File: src/rtl/tx_encoder.sv
// Transmit framer: packs a 1568-bit packet into 26 scrambled 64-bit blocks with CRC10 and tail,
// fills gaps with scrambled IDLE blocks, and offers a raw PRBS31 test pattern.
//
// state   | meaning
// --------+---------------------------------------------------------------
// ST_IDLE | emit scrambled IDLE blocks, accept a packet or enter PRBS mode
// ST_SEND | emit data blocks 0..25 of the latched packet
// ST_PRBS | emit 64 raw PRBS31 bits per cycle, scrambler frozen
module tx_encoder #(
    parameter logic [61:0] IDLE_PATTERN = 62'h0,
    parameter logic [3:0]  TAIL_CODE    = 4'hD,
    parameter int unsigned MIN_IDLE     = 1,
    parameter logic [57:0] SCR_SEED     = 58'h3FF_FFFF_FFFF_FFFF
) (
    input  logic          clk_390p625M,
    input  logic          rst_n,
    input  logic [1567:0] data_1568bit,
    input  logic          data_valid,
    output logic          data_ready,
    input  logic          prbs31_EN,
    output logic [63:0]   data_to_serializer,
    output logic [29:0]   packet_sent_count,
    output logic          prbs31_active
);

    localparam logic [9:0] CRC_POLY   = 10'h233;
    localparam logic [3:0] MIN_IDLE_C = 4'(MIN_IDLE);
    localparam logic [4:0] LAST_BLOCK = 5'd25;

    typedef enum logic [1:0] {ST_IDLE, ST_SEND, ST_PRBS} state_t;

    state_t        state;
    logic [1567:0] pkt_sr;
    logic [9:0]    crc;
    logic [4:0]    block_cnt;
    logic [3:0]    idle_cnt;
    logic [57:0]   scr;
    logic [30:0]   lfsr;

    logic [9:0]    crc_blk;
    logic [9:0]    crc_last;
    logic [61:0]   data_payload;
    logic [61:0]   plain;
    logic [57:0]   scr_next;
    logic [61:0]   scr_out;
    logic [30:0]   lfsr_next;
    logic [63:0]   prbs_word;
    logic [3:0]    idle_inc;

    function automatic logic [9:0] crc_fold62(input logic [9:0] c_in, input logic [61:0] d);
        logic [9:0] c;
        logic       fb;
        c = c_in;
        for (int i = 61; i >= 0; i--) begin
            fb = c[9] ^ d[i];
            c  = {c[8:0], 1'b0} ^ ({10{fb}} & CRC_POLY);
        end
        return c;
    endfunction

    function automatic logic [9:0] crc_fold18(input logic [9:0] c_in, input logic [17:0] d);
        logic [9:0] c;
        logic       fb;
        c = c_in;
        for (int i = 17; i >= 0; i--) begin
            fb = c[9] ^ d[i];
            c  = {c[8:0], 1'b0} ^ ({10{fb}} & CRC_POLY);
        end
        return c;
    endfunction

    // Returns {next state, scrambled payload}; the state shifts in scrambled bits.
    function automatic logic [119:0] scramble(input logic [57:0] s_in, input logic [61:0] d);
        logic [57:0] s;
        logic [61:0] o;
        s = s_in;
        o = '0;
        for (int i = 61; i >= 0; i--) begin
            o[i] = d[i] ^ s[38] ^ s[57];
            s    = {s[56:0], o[i]};
        end
        return {s, o};
    endfunction

    function automatic logic [94:0] prbs_step(input logic [30:0] l_in);
        logic [30:0] l;
        logic [63:0] o;
        l = l_in;
        o = '0;
        for (int i = 63; i >= 0; i--) begin
            o[i] = l[30] ^ l[27];
            l    = {l[29:0], o[i]};
        end
        return {l, o};
    endfunction

    always_comb begin
        crc_blk  = crc_fold62(crc, pkt_sr[1567:1506]);
        crc_last = crc_fold18(crc, pkt_sr[1567:1550]);
        if (block_cnt == LAST_BLOCK)
            data_payload = {pkt_sr[1567:1550], 30'h0, crc_last, TAIL_CODE};
        else
            data_payload = pkt_sr[1567:1506];
        plain = (state == ST_SEND) ? data_payload : IDLE_PATTERN;
        {scr_next, scr_out}    = scramble(scr, plain);
        {lfsr_next, prbs_word} = prbs_step(lfsr);
        idle_inc = (idle_cnt == 4'hF) ? idle_cnt : idle_cnt + 4'd1;
    end

    always_ff @(posedge clk_390p625M or negedge rst_n) begin
        if (!rst_n) begin
            state              <= ST_IDLE;
            pkt_sr             <= '0;
            crc                <= '0;
            block_cnt          <= '0;
            idle_cnt           <= MIN_IDLE_C;
            scr                <= SCR_SEED;
            lfsr               <= 31'h7FFF_FFFF;
            data_to_serializer <= '0;
            data_ready         <= 1'b0;
            packet_sent_count  <= '0;
            prbs31_active      <= 1'b0;
        end else begin
            case (state)
                ST_IDLE: begin
                    data_to_serializer <= {2'b10, scr_out};
                    scr                <= scr_next;
                    idle_cnt           <= idle_inc;
                    // PRBS request outranks a pending packet
                    if (prbs31_EN) begin
                        state         <= ST_PRBS;
                        prbs31_active <= 1'b1;
                        data_ready    <= 1'b0;
                    end else if (data_valid && data_ready) begin
                        state      <= ST_SEND;
                        pkt_sr     <= data_1568bit;
                        crc        <= '0;
                        block_cnt  <= '0;
                        data_ready <= 1'b0;
                    end else begin
                        data_ready <= (idle_inc >= MIN_IDLE_C);
                    end
                end
                ST_SEND: begin
                    data_to_serializer <= {2'b01, scr_out};
                    scr                <= scr_next;
                    data_ready         <= 1'b0;
                    if (block_cnt == LAST_BLOCK) begin
                        state             <= ST_IDLE;
                        idle_cnt          <= '0;
                        packet_sent_count <= packet_sent_count + 30'd1;
                    end else begin
                        crc       <= crc_blk;
                        pkt_sr    <= {pkt_sr[1505:0], 62'h0};
                        block_cnt <= block_cnt + 5'd1;
                    end
                end
                ST_PRBS: begin
                    data_ready <= 1'b0;
                    if (prbs31_EN) begin
                        data_to_serializer <= prbs_word;
                        lfsr               <= lfsr_next;
                    end else begin
                        state              <= ST_IDLE;
                        prbs31_active      <= 1'b0;
                        idle_cnt           <= '0;
                        data_to_serializer <= {2'b10, scr_out};
                        scr                <= scr_next;
                    end
                end
                default: state <= ST_IDLE;
            endcase
        end
    end

endmodule

File: config.mk
export PLATFORM = sky130hd
export DESIGN_NAME = tx_encoder
export DESIGN_NICKNAME = d
export VERILOG_FILES = /design/src/rtl/tx_encoder.sv
export SDC_FILE = /design/constraint.sdc
export NUM_CORES = 2
export LEC_CHECK = 0
export CORE_AREA = 2 2 658 660
export DETAILED_ROUTE_END_ITERATION = 8
export DIE_AREA = 0 0 660 662
export GPL_TIMING_DRIVEN = 1
export PLACE_DENSITY_LB_ADDON = 0.08
export SYNTH_ARGS = -nofsm -noshare
export SYNTH_HDL_FRONTEND = slang
export SYNTH_SLANG_ARGS = --single-unit
File: constraint.sdc
create_clock -name clk_390p625M -period 6.1 [get_ports clk_390p625M]
set_input_delay 1.22 -clock clk_390p625M [delete_from_list [all_inputs] [get_ports clk_390p625M]]
set_output_delay 1.22 -clock clk_390p625M [all_outputs]
set_load 0.02 [all_outputs]
==> results.txt <==
----------------------------------------------------
[STA]
  Unrepaired setup endpoints after global routing ... false
  Max-slew violation total from the final report ... 0
  Fmax achieved ... 230 MHz
  Clock period minus final worst setup slack ... ~4.3 ns
  Total negative slack ... 0 ns
  Number of hold violations in the final report ... 0
  Post-route clock period utilization ... 71.3%
  Worst Tran Pin Value ... ~1.3 ns
  Count of final setup violators ... 0
  Post-Route Skew ... roughly 0.052 ns
  Slew Limit Headroom ... 12.8%

[Clocking]
  Postcts setup bufs ... 0
  Maximum clock insertion buffer count ... 4
  # clock sinks ... ~1800
  Library cell used as clock root buffer ... sky130_fd_sc_hd__clkbuf_16
  Number of buffers created by CTS ... between 200 and 250
  Clock latency reported for the late side of the worst-skew pair ... 0.96 ns
  H-tree lvl count ... 4
  TritonCTS clock tree ... built
  Clock-pin transition on the worst setup and hold timing paths ... about 0.060 ns
  Hold_buf cts ... 0
  Post-CTS Resized ... 0

[Route]
  Via density per instance ... roughly 4.9
  Count of vias placed by the detailed router ... between 70000 and 80000
  Wire per inst ... 33.0 um
  Drc violations ... 0
  Pre-Repair DR Iteration Count ... 6
  Routed wire length ... a little over 500000 um
  Post-detailed-route count of antenna-violating nets ... 0
  Iteration-0 DRC count of the detailed router ... between 5000 and 6000

[Pwr]
  Post-route total power ... 67.4 mW
  Power Dens Cells ... slightly below 600 nW/um^2
  Peak supply drop ... between 1.5 and 2 mV
  Static power due to leakage ... approximately 42 nW

[Finish]
  Layout overhead on the synthesized area ... 36.8%
  Fill cell count ... 45700
  Summed area of non-filler cells in the final layout ... 113000 um^2
  Utilization after layout ... a little over a quarter
  Share of post-route cells with drive strength above 1 ... 6.57%
  Final net count ... 11100

[Floorplanning]
  Number of top-level pins ... 1668
  Effective utilization at floorplan ... between 10% and 20%
  Horizontal die dimension ... roughly 660 um
  Floorplan Core Area ... 430000 um^2
  Die height ... 662 um
  Area of the die ... 437000 um^2
  Row count ... 241

[Logic synthesis]
  Post-synth top area share ... roughly half
  FF+latch count, synth ... between 1500 and 2000
  Avg Cell Area, Syn ... around 10 um^2
  Warnings, synthesis ... 0
  Synthesized-area fraction occupied by and/or/nand/nor cells ... under 10%
  Mux contribution to synthesized area ... 6.64%
  Share of flip-flops with an asynchronous set or reset ... between 90% and 100%
  Main combinational cell family by area after synthesis ... compound AO/OA/AOI/OAI gates
  Post-synth net total ... approximately 9900
  Number of synthesized flops with an enable pin ... 0
  Area of the mapped netlist ... approximately 83000 um^2
  Cell taking the most area after synthesis ... sky130_fd_sc_hd__dfrtp_1
  Post-synthesis share of cell area spent on full adders, half adders and majority gates ... less than 1%
  Gate Count Post-Synth ... 8285
  Compound-gate portion of the synthesized area ... 26.3%
  Xor/xnor cell area share of the yosys netlist ... 4.94%
  Cells taking the most area after synthesis ... sky130_fd_sc_hd__dfrtp_1 51%, sky130_fd_sc_hd__o22ai_1 15%, sky130_fd_sc_hd__a21oi_1 6.5%
  Predominant post-synthesis flop cell ... sky130_fd_sc_hd__dfrtp_1
  Proportion of synthesized chip area in sequential cells ... 53.8%
  Post-synth cell types ... 47

[Placed design]
  Number of input and output port buffers inserted ... around 1700
  DP HPWL ... 388000 um
  Post-detailed-placement cell area ... 105000 um^2
  Final Wtd Congestion ... 0.872

[Global route]
  Total grt overflow ... 0
  Global-route wire length before repair ... between 600000 and 700000 um
  Vias in the first global route ... between 70000 and 80000
  Global Route Usage Sum ... a little under a quarter
  Number of antenna violations at the first check in global routing ... 505
  Largest net degree at the start of global routing ... roughly 190

[Critical path]
  Crit path capture type ... flop
  Delay contributed by the slowest stage of the critical path ... about 0.64 ns
  Most common cell on crit path ... sky130_fd_sc_hd__xnor3_1
  Max stage delay cell, worst path ... sky130_fd_sc_hd__xnor3_1
  CP Data Required Time ... between 6 and 7 ns
  Worst-path maximum fanout ... 3
  Cells along the critical path ... xnor2_1, xnor3_1, xnor3_1, xor3_1, xnor3_2, xnor3_1, xnor3_2, xnor2_1, a32o_1
  Cells on worst reg2reg path ... 9
  Type of element launching the critical path ... flop
  Setup CP Type ... reg2reg
  Critical path data arrival time ... between 5 and 6 ns

[Status]
  Result of the run ... finished clean

[Flow run]
  Maximum Capacitance Violations ... 0

[Hold path]
  HP Class ... in2async

----------------------------------------------------
==> power breakdown <==
| part | total (mW) | leakage (nW) | switching, mW | internal [mW] |
|---|---|---|---|---|
| registers | 23.2 | 20.1 | 6.27 | 16.9 |
| logic | 30.3 | 17.9 | 15.5 | 14.8 |
| clock network | 13.9 | 3.65 | 5.96 | 7.95 |
==> cell usage after synthesis (8+ instances only) <==
cell	n
sky130_fd_sc_hd__o22ai_1	2022
sky130_fd_sc_hd__dfrtp_1	1684
sky130_fd_sc_hd__a21oi_1	1075
sky130_fd_sc_hd__nand2_1	793
sky130_fd_sc_hd__clkbuf_1	737
sky130_fd_sc_hd__o21ai_0	650
sky130_fd_sc_hd__mux2i_1	498
sky130_fd_sc_hd__xnor2_1	220
sky130_fd_sc_hd__xor2_1	107
sky130_fd_sc_hd__buf_1	95
sky130_fd_sc_hd__dfstp_2	90
sky130_fd_sc_hd__mux2_2	45
sky130_fd_sc_hd__nor2_1	42
sky130_fd_sc_hd__inv_1	40
sky130_fd_sc_hd__xnor3_1	34
sky130_fd_sc_hd__a221oi_1	26
sky130_fd_sc_hd__nand3_1	17
sky130_fd_sc_hd__xor3_1	12
sky130_fd_sc_hd__nor3_1	11
sky130_fd_sc_hd__o22a_1	11
sky130_fd_sc_hd__and3_1	9
sky130_fd_sc_hd__ha_1	9
sky130_fd_sc_hd__a211oi_1	8
==> critical path: cells and delay by family, from the launching register on <==
family          cells  cell delay, ns
xor+xnor            8            3.45
flops               1            0.52
compound gates      1            0.26
==> path summary, 6_finish.rpt <==
kind,end,from,slack (ns)
max,crc[4],pkt_sr[1566],1.75
min,pkt_sr[1561],rst_n,0.30
max reg2reg,crc[4],pkt_sr[1566],1.75
min reg2reg,pkt_sr[1423],pkt_sr[1423],0.48
max in group asynchronous,pkt_sr[280],rst_n,4.12
min in group clk_390p625M,pkt_sr[1423],pkt_sr[1423],0.48
==> logic make-up (layout without fill, tap and decap cells) <==
group	Yosys count	after routing
AOI/OAI and AO/OA	3810	3810
DFF	1774	1774
and+or+nand+nor	893	893
buffers and inverters	874	2272
muxes	543	543
xor gates and xnor gates	382	382
adders and majority gates	9	9
other	0	154
==> cell usage in the layout, fill, tap and decap left out, types with 11 or more instances in the layout <==
master | Yosys | layout
sky130_fd_sc_hd__a21oi_1 | 1075 | 1075
sky130_fd_sc_hd__a221oi_1 | 26 | 26
sky130_fd_sc_hd__buf_12 | 0 | 61
sky130_fd_sc_hd__buf_4 | 0 | 84
sky130_fd_sc_hd__clkbuf_1 | 737 | 83
sky130_fd_sc_hd__clkbuf_16 | 0 | 236
sky130_fd_sc_hd__clkbuf_8 | 0 | 52
sky130_fd_sc_hd__clkdlybuf4s50_1 | 0 | 1666
sky130_fd_sc_hd__clkinv_2 | 0 | 27
sky130_fd_sc_hd__dfrtp_1 | 1684 | 1684
sky130_fd_sc_hd__dfstp_2 | 90 | 90
sky130_fd_sc_hd__diode_2 | 0 | 154
sky130_fd_sc_hd__inv_1 | 40 | 39
sky130_fd_sc_hd__mux2_2 | 45 | 45
sky130_fd_sc_hd__mux2i_1 | 498 | 498
sky130_fd_sc_hd__nand2_1 | 793 | 789
sky130_fd_sc_hd__nand3_1 | 17 | 17
sky130_fd_sc_hd__nor2_1 | 42 | 41
sky130_fd_sc_hd__nor3_1 | 11 | 11
sky130_fd_sc_hd__o21ai_0 | 650 | 650
sky130_fd_sc_hd__o22a_1 | 11 | 11
sky130_fd_sc_hd__o22ai_1 | 2022 | 2021
sky130_fd_sc_hd__xnor2_1 | 220 | 220
sky130_fd_sc_hd__xnor3_1 | 34 | 34
sky130_fd_sc_hd__xor2_1 | 107 | 107
sky130_fd_sc_hd__xor3_1 | 12 | 12
==> per-stage QoR <==
| step | instances | setup slack, ns | hold WS, ns |
|---|---|---|---|
| floorplan | 8285 | 2.43 | 0.450 |
| global placement | 15000 | 1.41 | 0.461 |
| detailed placement | 15000 | 1.37 | 0.466 |
| CTS | 15400 | 1.70 | 0.244 |
| global route | 15500 | 1.58 | 0.270 |
| finish | 15500 | 1.75 | 0.296 |
==> layer usage <==
layer / vias to the layer above / global-route usage [%] / part of all wire (%)
li1: 34000 / - / -
met1: 38500 / 25.5 / 38
met2: 2710 / 40.1 / 51
met3: 1126 / 5.98 / 6.7
met4: 210 / 8.81 / 3.8
met5: - / 0 / 0.27
==> layout make-up <==
class                      count  area, um^2  area share (%)
clock buffer                 371        6930            6.12
multi-input combinational   5637       35000            30.9
clock inverter                48         510           0.451
tap                         5710        7140            6.31
timing repair buffer        1812       18600            16.4
antenna                      154         385           0.340
sequential                  1774       44500            39.3
inverter                      41         156           0.138
==> flip-flops by register name (all words and copies together), names as in the netlist <==
name	flops
pkt_sr	1568
data_to_serializer	64
scr	58
lfsr	31
packet_sent_count	30
crc	10
block_cnt	5
idle_cnt	4
state	2
data_ready	1
prbs31_active	1
Power figures use the tool's default switching activity.
